File: src/rtl/tmr_mon_pkg.sv
// Shared types for the TMR error monitor: FSM states and disagreement classes.
package tmr_mon_pkg;

  localparam int NHARTS_TMR = 3;

  typedef enum logic [2:0] {
    MON_IDLE,
    MON_WATCH,
    MON_PENDING,
    MON_FAULT,
    MON_FATAL
  } tmr_mon_state_e;

  typedef enum logic [1:0] {
    CLS_OK,
    CLS_SINGLE,
    CLS_TRIPLE
  } tmr_mon_class_e;

endpackage

File: src/rtl/tmr_vote_classifier.sv
// Combinational 2-of-3 voter and disagreement classifier over three hart signatures.
module tmr_vote_classifier
  import tmr_mon_pkg::*;
#(
  parameter int SW = 66
) (
  input  logic [SW-1:0]  sig0,
  input  logic [SW-1:0]  sig1,
  input  logic [SW-1:0]  sig2,
  output logic [SW-1:0]  maj_sig,
  output tmr_mon_class_e cls,
  output logic [1:0]     fault_id
);

  logic m01, m02, m12;

  assign m01 = (sig0 != sig1);
  assign m02 = (sig0 != sig2);
  assign m12 = (sig1 != sig2);

  assign maj_sig = (sig0 & sig1) | (sig0 & sig2) | (sig1 & sig2);

  // Equality is transitive, so a lone mismatch flag is unreachable.
  always_comb begin
    cls      = CLS_OK;
    fault_id = 2'd0;
    if (m01 && m02 && m12) begin
      cls = CLS_TRIPLE;
    end else if (m01 && m02) begin
      cls      = CLS_SINGLE;
      fault_id = 2'd0;
    end else if (m01 && m12) begin
      cls      = CLS_SINGLE;
      fault_id = 2'd1;
    end else if (m02 && m12) begin
      cls      = CLS_SINGLE;
      fault_id = 2'd2;
    end
  end

endmodule

File: src/rtl/tmr_error_monitor.sv
// Majority voter for the three lockstep harts' data-bus requests, with persistence-filtered
// fault classification feeding the TMR recovery FSMs.
//
//   state       | meaning
//   MON_IDLE    | voter disabled, nothing classified
//   MON_WATCH   | lockstep healthy, watching for disagreement
//   MON_PENDING | single-hart mismatch seen, counting persistence
//   MON_FAULT   | single-hart fault latched until clear_i
//   MON_FATAL   | uncorrectable disagreement latched until clear_i
module tmr_error_monitor
  import tmr_mon_pkg::*;
#(
  parameter int NHARTS  = 3,
  parameter int AW      = 32,
  parameter int DW      = 32,
  parameter int PERSIST = 2,
  parameter int CNT_W   = 8
) (
  input  logic                         clk_i,
  input  logic                         rst_ni,
  input  logic                         enable_i,
  input  logic                         clear_i,
  input  logic [NHARTS-1:0]            core_req_i,
  input  logic [NHARTS-1:0]            core_we_i,
  input  logic [NHARTS-1:0][AW-1:0]    core_addr_i,
  input  logic [NHARTS-1:0][DW-1:0]    core_wdata_i,
  output logic                         voted_req_o,
  output logic                         voted_we_o,
  output logic [AW-1:0]                voted_addr_o,
  output logic [DW-1:0]                voted_wdata_o,
  output logic                         tmr_error_o,
  output logic [NHARTS-1:0]            voter_id_error_o,
  output logic                         fatal_error_o,
  output logic [CNT_W-1:0]             error_count_o
);

  localparam int SW = 2 + AW + DW;

  if (NHARTS != NHARTS_TMR) begin : g_nharts_chk
    $error("tmr_error_monitor: NHARTS must be 3");
  end
  if (PERSIST < 1 || PERSIST > 15) begin : g_persist_chk
    $error("tmr_error_monitor: PERSIST must be in 1..15");
  end

  logic [NHARTS_TMR-1:0][SW-1:0] sig;
  logic [SW-1:0]                 maj_sig;
  tmr_mon_class_e                cls;
  logic [1:0]                    fault_id;

  // Idle harts compare equal regardless of stale we/addr/wdata.
  always_comb begin
    for (int h = 0; h < NHARTS_TMR; h++) begin
      sig[h] = core_req_i[h] ? {1'b1, core_we_i[h], core_addr_i[h], core_wdata_i[h]} : '0;
    end
  end

  tmr_vote_classifier #(.SW(SW)) u_classifier (
    .sig0     (sig[0]),
    .sig1     (sig[1]),
    .sig2     (sig[2]),
    .maj_sig  (maj_sig),
    .cls      (cls),
    .fault_id (fault_id)
  );

  assign {voted_req_o, voted_we_o, voted_addr_o, voted_wdata_o} = maj_sig;

  tmr_mon_state_e state_q, state_d;
  logic [1:0]     cand_q, cand_d;
  logic [3:0]     pcnt_q, pcnt_d;
  logic [3:0]     pcnt_inc;
  logic           enter_err;

  assign pcnt_inc = pcnt_q + 4'd1;

  always_comb begin
    state_d = state_q;
    cand_d  = cand_q;
    pcnt_d  = pcnt_q;
    if (clear_i) begin
      state_d = MON_IDLE;
      cand_d  = 2'd0;
      pcnt_d  = 4'd0;
    end else if (!enable_i && (state_q == MON_WATCH || state_q == MON_PENDING)) begin
      state_d = MON_IDLE;
      cand_d  = 2'd0;
      pcnt_d  = 4'd0;
    end else begin
      unique case (state_q)
        MON_IDLE: begin
          if (enable_i) state_d = MON_WATCH;
        end
        MON_WATCH: begin
          if (cls == CLS_SINGLE) begin
            cand_d  = fault_id;
            pcnt_d  = 4'd1;
            state_d = (PERSIST == 1) ? MON_FAULT : MON_PENDING;
          end else if (cls == CLS_TRIPLE) begin
            state_d = MON_FATAL;
          end
        end
        MON_PENDING: begin
          if (cls == CLS_OK) begin
            state_d = MON_WATCH;
            pcnt_d  = 4'd0;
          end else if (cls == CLS_SINGLE && fault_id == cand_q) begin
            pcnt_d = pcnt_inc;
            if (pcnt_inc == 4'(PERSIST)) state_d = MON_FAULT;
          end else begin
            state_d = MON_FATAL;
          end
        end
        MON_FAULT, MON_FATAL: ;
        default: state_d = MON_IDLE;
      endcase
    end
  end

  assign enter_err = (state_d == MON_FAULT || state_d == MON_FATAL) &&
                     (state_q != MON_FAULT && state_q != MON_FATAL);

  always_ff @(posedge clk_i or negedge rst_ni) begin
    if (!rst_ni) begin
      state_q          <= MON_IDLE;
      cand_q           <= 2'd0;
      pcnt_q           <= 4'd0;
      tmr_error_o      <= 1'b0;
      voter_id_error_o <= '0;
      fatal_error_o    <= 1'b0;
      error_count_o    <= '0;
    end else begin
      state_q          <= state_d;
      cand_q           <= cand_d;
      pcnt_q           <= pcnt_d;
      tmr_error_o      <= (state_d == MON_FAULT);
      voter_id_error_o <= (state_d == MON_FAULT) ? ({{(NHARTS-1){1'b0}}, 1'b1} << cand_d) : '0;
      fatal_error_o    <= (state_d == MON_FATAL);
      if (enter_err && error_count_o != '1) error_count_o <= error_count_o + CNT_W'(1);
    end
  end

endmodule

File: config.mk
export PLATFORM = sky130hd
export DESIGN_NAME = tmr_error_monitor
export DESIGN_NICKNAME = d
export VERILOG_FILES = /design/src/rtl/tmr_mon_pkg.sv /design/src/rtl/tmr_vote_classifier.sv /design/src/rtl/tmr_error_monitor.sv
export SDC_FILE = /design/constraint.sdc
export NUM_CORES = 1
export LEC_CHECK = 0
export CAP_MARGIN = 30
export CELL_PAD_IN_SITES_DETAIL_PLACEMENT = 1
export CELL_PAD_IN_SITES_GLOBAL_PLACEMENT = 2
export CORE_MARGIN = 3
export CORE_UTILIZATION = 40
export DETAILED_ROUTE_END_ITERATION = 8
export DONT_BUFFER_PORTS = 1
export PLACE_DENSITY_LB_ADDON = 0.1
export SLEW_MARGIN = 20
export SYNTH_ARGS = -nofsm -noshare
export SYNTH_HDL_FRONTEND = slang
export SYNTH_HIERARCHICAL = 1
export SYNTH_SLANG_ARGS = --single-unit
File: constraint.sdc
create_clock -name clk_i -period 4.85 [get_ports clk_i]
set_clock_uncertainty 0.05 [all_clocks]
set_input_delay 0.97 -clock clk_i [delete_from_list [all_inputs] [get_ports clk_i]]
set_output_delay 0.97 -clock clk_i [all_outputs]
set_load 0.01 [all_outputs]
==> results of run 1 <==
==> per-layer routing <==
layer	GRT usage (%)	vias to the layer above	wire, microns
met1	31.4	2554	9100
met4	5.87	0	554
met2	47.0	204	10800
li1	-	2502	-
met3	5.71	33	1700
met5	0	-	0
==> path summary, 6_finish.rpt <==
path,start,to,slack (ps)
max in group asynchronous,rst_ni,state_q[0],4310
hold / removal,rst_ni,cand_q[1],360
min in group clk_i,pcnt_q[3],pcnt_q[3],550
setup reg to reg,pcnt_q[0],error_count_o[5],2530
hold reg to reg,pcnt_q[3],pcnt_q[3],550
setup / recovery,core_req_i[0],error_count_o[5],350
==> through the flow <==
stage | hold slack [ps] | cells
3_5_place_dp | 546 | 856
2_1_floorplan | 476 | 684
4_1_cts | 353 | 859
3_3_place_gp | 531 | 856
6_report | 358 | 862
5_1_grt | 345 | 862
==> sequential cells by signal, indices dropped and copies added (netlist names) <==
name,flops
state_q,3
voter_id_error_o,3
error_count_o,8
tmr_error_o,1
pcnt_q,4
cand_q,2
fatal_error_o,1
==> synthesized netlist by cell type, drive strengths merged <==
cell type    n
mux2         4
a22oi        1
clkbuf      22
o22ai        1
or3         66
nand4       14
nand2        5
nor4        51
nor4b        1
o21ai        8
nand3        7
xor2         6
o211a        1
mux2i        5
o21bai       1
and3b        1
a32o         1
or2          1
a21o         3
and3         9
a2111oi      1
a21oi       10
nor2        16
nand3b       1
dfrtp       22
and2       196
ha         201
nor2b        3
nand2b       3
or4          1
a211oi       3
inv          7
and2b        1
buf          3
nor3b        3
nor3         1
xnor2        4
==> report_power, final <==
group	internal (mW)	switching, mW	total, mW
Clock	0.109	0.0643	0.173
Sequential	0.203	0.0468	0.250
Combinational	0.185	0.247	0.432
==> layout make-up <==
cell class                      instances  area, sq um
Fill cell                            1698         7910
Multi-Input combinational cell        630         5290
Sequential cell                        22          551
Tap cell                              180          225
Timing Repair Buffer                   17          128
Clock buffer                            3         75.1
Inverter                                7         26.3
Antenna cell                            3         7.51
==> repair_timing <==
action                                  in CTS  in global routing
gates resized for setup                      0                  1
endpoints found under the setup margin       0                  6
hold endpoints to repair                     0                  0
==> kinds of logic (layout without fill, tap and decap cells) <==
| logic type | count (synthesis) | count (layout) | share of synthesized area, % |
|---|---|---|---|
| AND/OR/NAND/NOR | 380 | 380 | 39.6 |
| adder cells (fa/ha/maj) | 201 | 201 | 42.2 |
| buffers and inverters | 32 | 27 | 2.08 |
| AO/OA/AOI/OAI | 30 | 30 | 3.80 |
| flip-flops | 22 | 22 | 9.25 |
| XOR/XNOR | 10 | 10 | 1.47 |
| multiplexers | 9 | 9 | 1.60 |
| other | 0 | 3 | 0 |
==> summary.md, run 1 <==
| Metric | Value |
|---|---|
| Remaining antenna violation count | 0 |
| Critical Path RT | 4980 ps |
| Die Ht | 128 microns |
| Tightest Pin Transition | 632 ps |
| FP Rows | 43 |
| CTS Sinks | 22 |
| Crit path depth | 15 |
| Core area | 14,200 sq um |
| Via/cell ratio | 6.14 |
| Share of the synthesized area in the top cell type | 42.2% |
| Routed len/inst | 25.7 microns |
| Total Wirelength | 22,200 microns |
| Accumulated negative setup slack | 0 ps |
| Min Tclk post-route | 4500 ps |
| CTS Buf Count | 3 |
| Yosys top cell by area | ha_1 |
| Power, Total | 0.855 mW |
| Worst path arrival time | 4620 ps |
| Starting Density | 41.9% |
| TritonRoute pass-1 iters | 4 |
| Post-Place Setup Slack | -24.6 ps |
| Cts hold-fix bufs | 0 |
| Distinct cells, synth | 44 |
| R2R depth | 8 |
| Via count | 5,293 |
| First-pass GRT wire length | 32,700 microns |
| Die Area | 16,400 sq um |
| Nets | 1,084 |
| Die Width | 128 microns |
| CTS root buf | clkbuf_16 |
| Gr usage total | 26.0% |
| Gr ovfl total | 0 |
| Worst setup margin | 354 ps |
| Peak Freq | 0.222 GHz |
| Register bit count reported by yosys | 22 |
| Placer Congestion | 0.858 |
| Longest Clk Path Bufs | 2 |
| Final setup viols | 0 |
| Slew Limit Headroom | 57.5% |
| Initial antenna violation count | 3 |
| CTS tree | done |
| Synthesized cell area | 5950 sq um |
| Crit path cell chain | and2_1 > ha_1 > nor4_1 > buf_4 > nand4_1 > nor4_1 > nand4_1 > mux2_2 > and2b_2 > nand4_2 > a2111oi_4 > o21ai_2 > buf_4 > a211oi_2 > xor2_1 |
| Final instance area | 6300 sq um |
| Min-Delay Path Class | input pin to async pin |
| Area growth, synth to finish | 5.78% |
| Slew Limit Fails | 0 |
| Placed wire-length estimate | 19,400 microns |
| Worst Setup Path Type | input pin to flop |
| Cells after Synth | 684 |
| Ratio of cells with drive above 1 in the final layout | 4.71% |
| Input/output buffers | 0 |
| Residual DRC | 0 |
| Synth warnings | 6 |
| Utilization after layout | 44.3% |
| Pwr dens | 136 nW/um^2 |
| Status | finished, final reports clean |
| Slowest CP cell | nor4_1 |
| RSZ-0062 raised after global routing | false |
| Leakage | 3.54 nW |
| Critical-path maximum fanout | 67 |
| Delay-heaviest family, CP | simple AND/OR/NAND/NOR gates |
| Worst-Skew Late Latency | 250 ps |
| Placement Cell Area | 6210 sq um |
| Net Count, Synth | 1,087 |
| Htree depth | 1 |
| Syn_area_per_cell | 8.71 sq um |
| Startpoint types | input pin |
| Worst-path clk slew | 60 ps |
| CP peak stage delay | 480 ps |
| Most frequent cells in the layout | 201 x ha_1, 196 x and2_1, 66 x or3_1 |
| Initial DRC Count | 189 |
| Setup Buffers After CTS | 0 |
| Max cap viols | 0 |
| Nature of the critical path endpoint | flop |
| Buf+Inv Stages, Crit Path | 2 |
| Largest net degree at the start of global routing | 68 |
| Top post-synthesis cells by area | ha_1 42%, and2_1 21%, dfrtp_1 9.2% |
| IO Pins | 281 |
| Vias in the first global route | 5,700 |
| Final-report hold violation count | 0 |
| Sequential area share after synthesis | 9.25% |
| Most common cell after layout, fill and taps aside | ha_1 |
| Maximum VDD drop | 96.5 uV |
| Fin crit share | 92.7% |
No activity file was read; power rests on OpenSTA's default activity.
==> run 2, diff against run 1 <==
--- a/config.mk
+++ b/config.mk
@@ -9,7 +9,7 @@
 export CELL_PAD_IN_SITES_DETAIL_PLACEMENT = 1
 export CELL_PAD_IN_SITES_GLOBAL_PLACEMENT = 2
 export CORE_MARGIN = 3
-export CORE_UTILIZATION = 40
+export CORE_UTILIZATION = 35
 export DETAILED_ROUTE_END_ITERATION = 8
 export DONT_BUFFER_PORTS = 1
 export PLACE_DENSITY_LB_ADDON = 0.1
==> summary.md, run 2 (synthesis gave the netlist of run 1 again) <==
| Metric | Value |
|---|---|
| Status | finished, final reports clean |
| Largest Register | error_count_o |
| RSZ-0062 raised after global routing | false |
| Most frequent cells in the layout | 201 x ha_1, 196 x and2_1, 66 x or3_1 |
| Most common cell after layout, fill and taps aside | ha_1 |
| Buf+Inv Stages, Crit Path | 1 (-1) |
| Slew Limit Fails | 0 (unchanged) |
| Cts hold-fix bufs | 0 (unchanged) |
| CTS tree | done |
| Startpoint types | input pin |
| Gr usage total | 23.3% (-2.7 points) |
| Register area | 551 sq um (unchanged) |
| Placed wire-length estimate | 19,500 microns (+0.66%) |
| Int Pwr | 0.513 mW (+3.1%) |
| Largest net degree at the start of global routing | 68 (unchanged) |
| Total Wirelength | 22,500 microns (+1.3%) |
| Die Area | 18,600 sq um (+14%) |
| Gr ovfl total | 0 (unchanged) |
| FP Rows | 47 (+9.3%) |
| Critical Path Source | core_req_i[0] |
| Worst-Skew Late Latency | 260 ps (about the same) |
| First-pass GRT wire length | 32,600 microns (-0.40%) |
| CTS Sinks | 22 (unchanged) |
| Critical Path RT | 4980 ps (about the same) |
| Maximum VDD drop | 108 uV (+12%) |
| Die Ht | 136 microns (+6.6%) |
| FF-to-FF Start | pcnt_q[0] |
| Routed len/inst | 24.9 microns (-3.3%) |
| Crit path cell chain | and2_1 > ha_1 > nor4_1 > nand4_1 > nor4_1 > nand4_1 > and3b_1 > xnor2_1 > nand4_2 > a2111oi_4 > o21ai_2 > buf_4 > a211oi_2 > xor2_1 |
| Top Registers | error_count_o (8), pcnt_q (4) |
| Residual DRC | 0 (unchanged) |
| Placer Congestion | 0.856 (-0.19%) |
| Area of the multi-input gates | 5290 sq um (unchanged) |
| Peak Freq | 0.222 GHz (about the same) |
| Initial DRC Count | 151 (-20%) |
| Remaining antenna violation count | 0 (unchanged) |
| Worst path arrival time | 4630 ps (about the same) |
| Dpl cells | 894 (+4.4%) |
| Ratio of cells with drive above 1 in the final layout | 4.57% (-0.14 points) |
| IO Pins | 281 (unchanged) |
| Leakage | 3.54 nW (about the same) |
| Min-Delay Path Class | input pin to async pin |
| Max cap viols | 0 (unchanged) |
| Die Width | 136 microns (+6.6%) |
| Clock Power Share | 22.2% (+1.9 points) |
| Area growth, synth to finish | 6.68% |
| Worst-path clk slew | 60 ps (about the same) |
| Critical-path maximum fanout | 67 (unchanged) |
| Sequential Power Share | 28.6% (-0.6 points) |
| Utilization after layout | 38.2% (-6.2 points) |
| Via/cell ratio | 5.76 (-6.1%) |
| Input/output buffers | 0 (unchanged) |
| TritonRoute pass-1 iters | 4 (unchanged) |
| Accumulated negative setup slack | 0 ps (unchanged) |
| Slew Limit Headroom | 56.4% (-1.1 points) |
| Switching share of power | 41.5% (-0.37 points) |
| CP peak stage delay | 450 ps (-30 ps) |
| Final-report hold violation count | 0 (unchanged) |
| Nature of the critical path endpoint | flop |
| Fillers | 1,991 (+17%) |
| Max reg flops | 8 (unchanged) |
| Tightest Pin Transition | 648 ps (+16.4 ps) |
| Delay-heaviest family, CP | simple AND/OR/NAND/NOR gates |
| Worst Setup Path Type | input pin to flop |
| Non-filler cells in the finished layout | 903 (+4.8%) |
| Pwr dens | 138 nW/um^2 (+1.6%) |
| Combinational group share of total power | 49.2% (-1.3 points) |
| CTS root buf | clkbuf_16 |
| Initial antenna violation count | 5 (+2) |
| Via count | 5,205 (-1.7%) |
| Fin crit share | 92.8% (about the same) |
| CTS Buf Count | 3 (unchanged) |
| Nets | 1,082 (-0.18%) |
| Core area | 16,600 sq um (+17%) |
| Slowest CP cell | nor4_1 |
| Vias in the first global route | 5,658 (-0.74%) |
| Longest Clk Path Bufs | 2 (unchanged) |
| Min Tclk post-route | 4500 ps (+2.36 ps) |
| Htree depth | 1 (unchanged) |
| Final setup viols | 0 (unchanged) |
| Starting Density | 35.8% (-6.1 points) |
| NetSw | 0.363 mW (+1.6%) |
## run 2: changes by cell type in the layout (fill, tap and decap cells not counted), sizes merged
cell    before  now
clkbuf       3    4
buf         17   15
diode        3    5
## run 2: power by group through the flow
| stage | Combinational (mW) | Clock (mW) | Sequential, mW |
|---|---|---|---|
| 4_1_cts | 0.438 | 0.198 | 0.252 |
| 2_1_floorplan | 0.294 | 0 | 0.237 |
| 5_1_grt | 0.481 | 0.209 | 0.257 |
| 3_3_place_gp | 0.424 | 0 | 0.255 |
| 6_report | 0.431 | 0.195 | 0.250 |
| 3_5_place_dp | 0.433 | 0 | 0.255 |
## run 2: per-layer routing
metal | part of all wire (%) | vias to the layer above | GRT usage, %
met1 | 42 | 2484 | 28.2
li1 | - | 2496 | -
met3 | 7.2 | 20 | 6.00
met2 | 49 | 203 | 42.4
met4 | 1.2 | 2 | 3.14
met5 | 0.058 | - | 0
## run 2: path summary, 6_finish.rpt
kind                                    endpoint  slack [ps]  depth (start not counted)
worst max-delay path            error_count_o[3]         350                         14
worst min-delay path                   pcnt_q[3]         350                          0
worst max register to register  error_count_o[3]        2430                          8
worst min register to register  error_count_o[4]         550                          1
max in group asynchronous       error_count_o[3]        4310                          0
min in group clk_i              error_count_o[4]         550                          1
## run 2: per-stage QoR
step / hold slack (ps) / cell area, sq um / power [mW] / setup WS, ps
2_1_floorplan: 476 / 5950 / 0.530 / 307
3_3_place_gp: 532 / 6240 / 0.679 / 175
3_5_place_dp: 541 / 6240 / 0.688 / 66.5
4_1_cts: 348 / 6330 / 0.888 / 330
5_1_grt: 338 / 6350 / 0.947 / 50.4
6_report: 351 / 6350 / 0.877 / 351
## run 2: cell type report
type | count | area share, %
antenna | 5 | 0.197
multi-input combinational | 630 | 83.2
clock buffer | 4 | 1.40
sequential | 22 | 8.67
inverter | 7 | 0.414
timing repair buffer | 15 | 1.77
tap | 220 | 4.33
## run 2: worst reg2reg max path, stage by stage, from the launching register on
cell and delay (ps):
dfrtp_1 470, ha_1 280, nor4b_1 460, or2_1 180
o211a_1 190, o21ai_2 120, buf_4 190, a211oi_2 240
xor2_1 170
## run 2: what timing repair did
| action | in CTS | in global routing |
|---|---|---|
| endpoints found under the hold margin | 0 | 0 |
| buffers inserted | 0 | 0 |
| endpoints found under the setup margin | 0 | 5 |
| resized for setup | 0 | 1 |
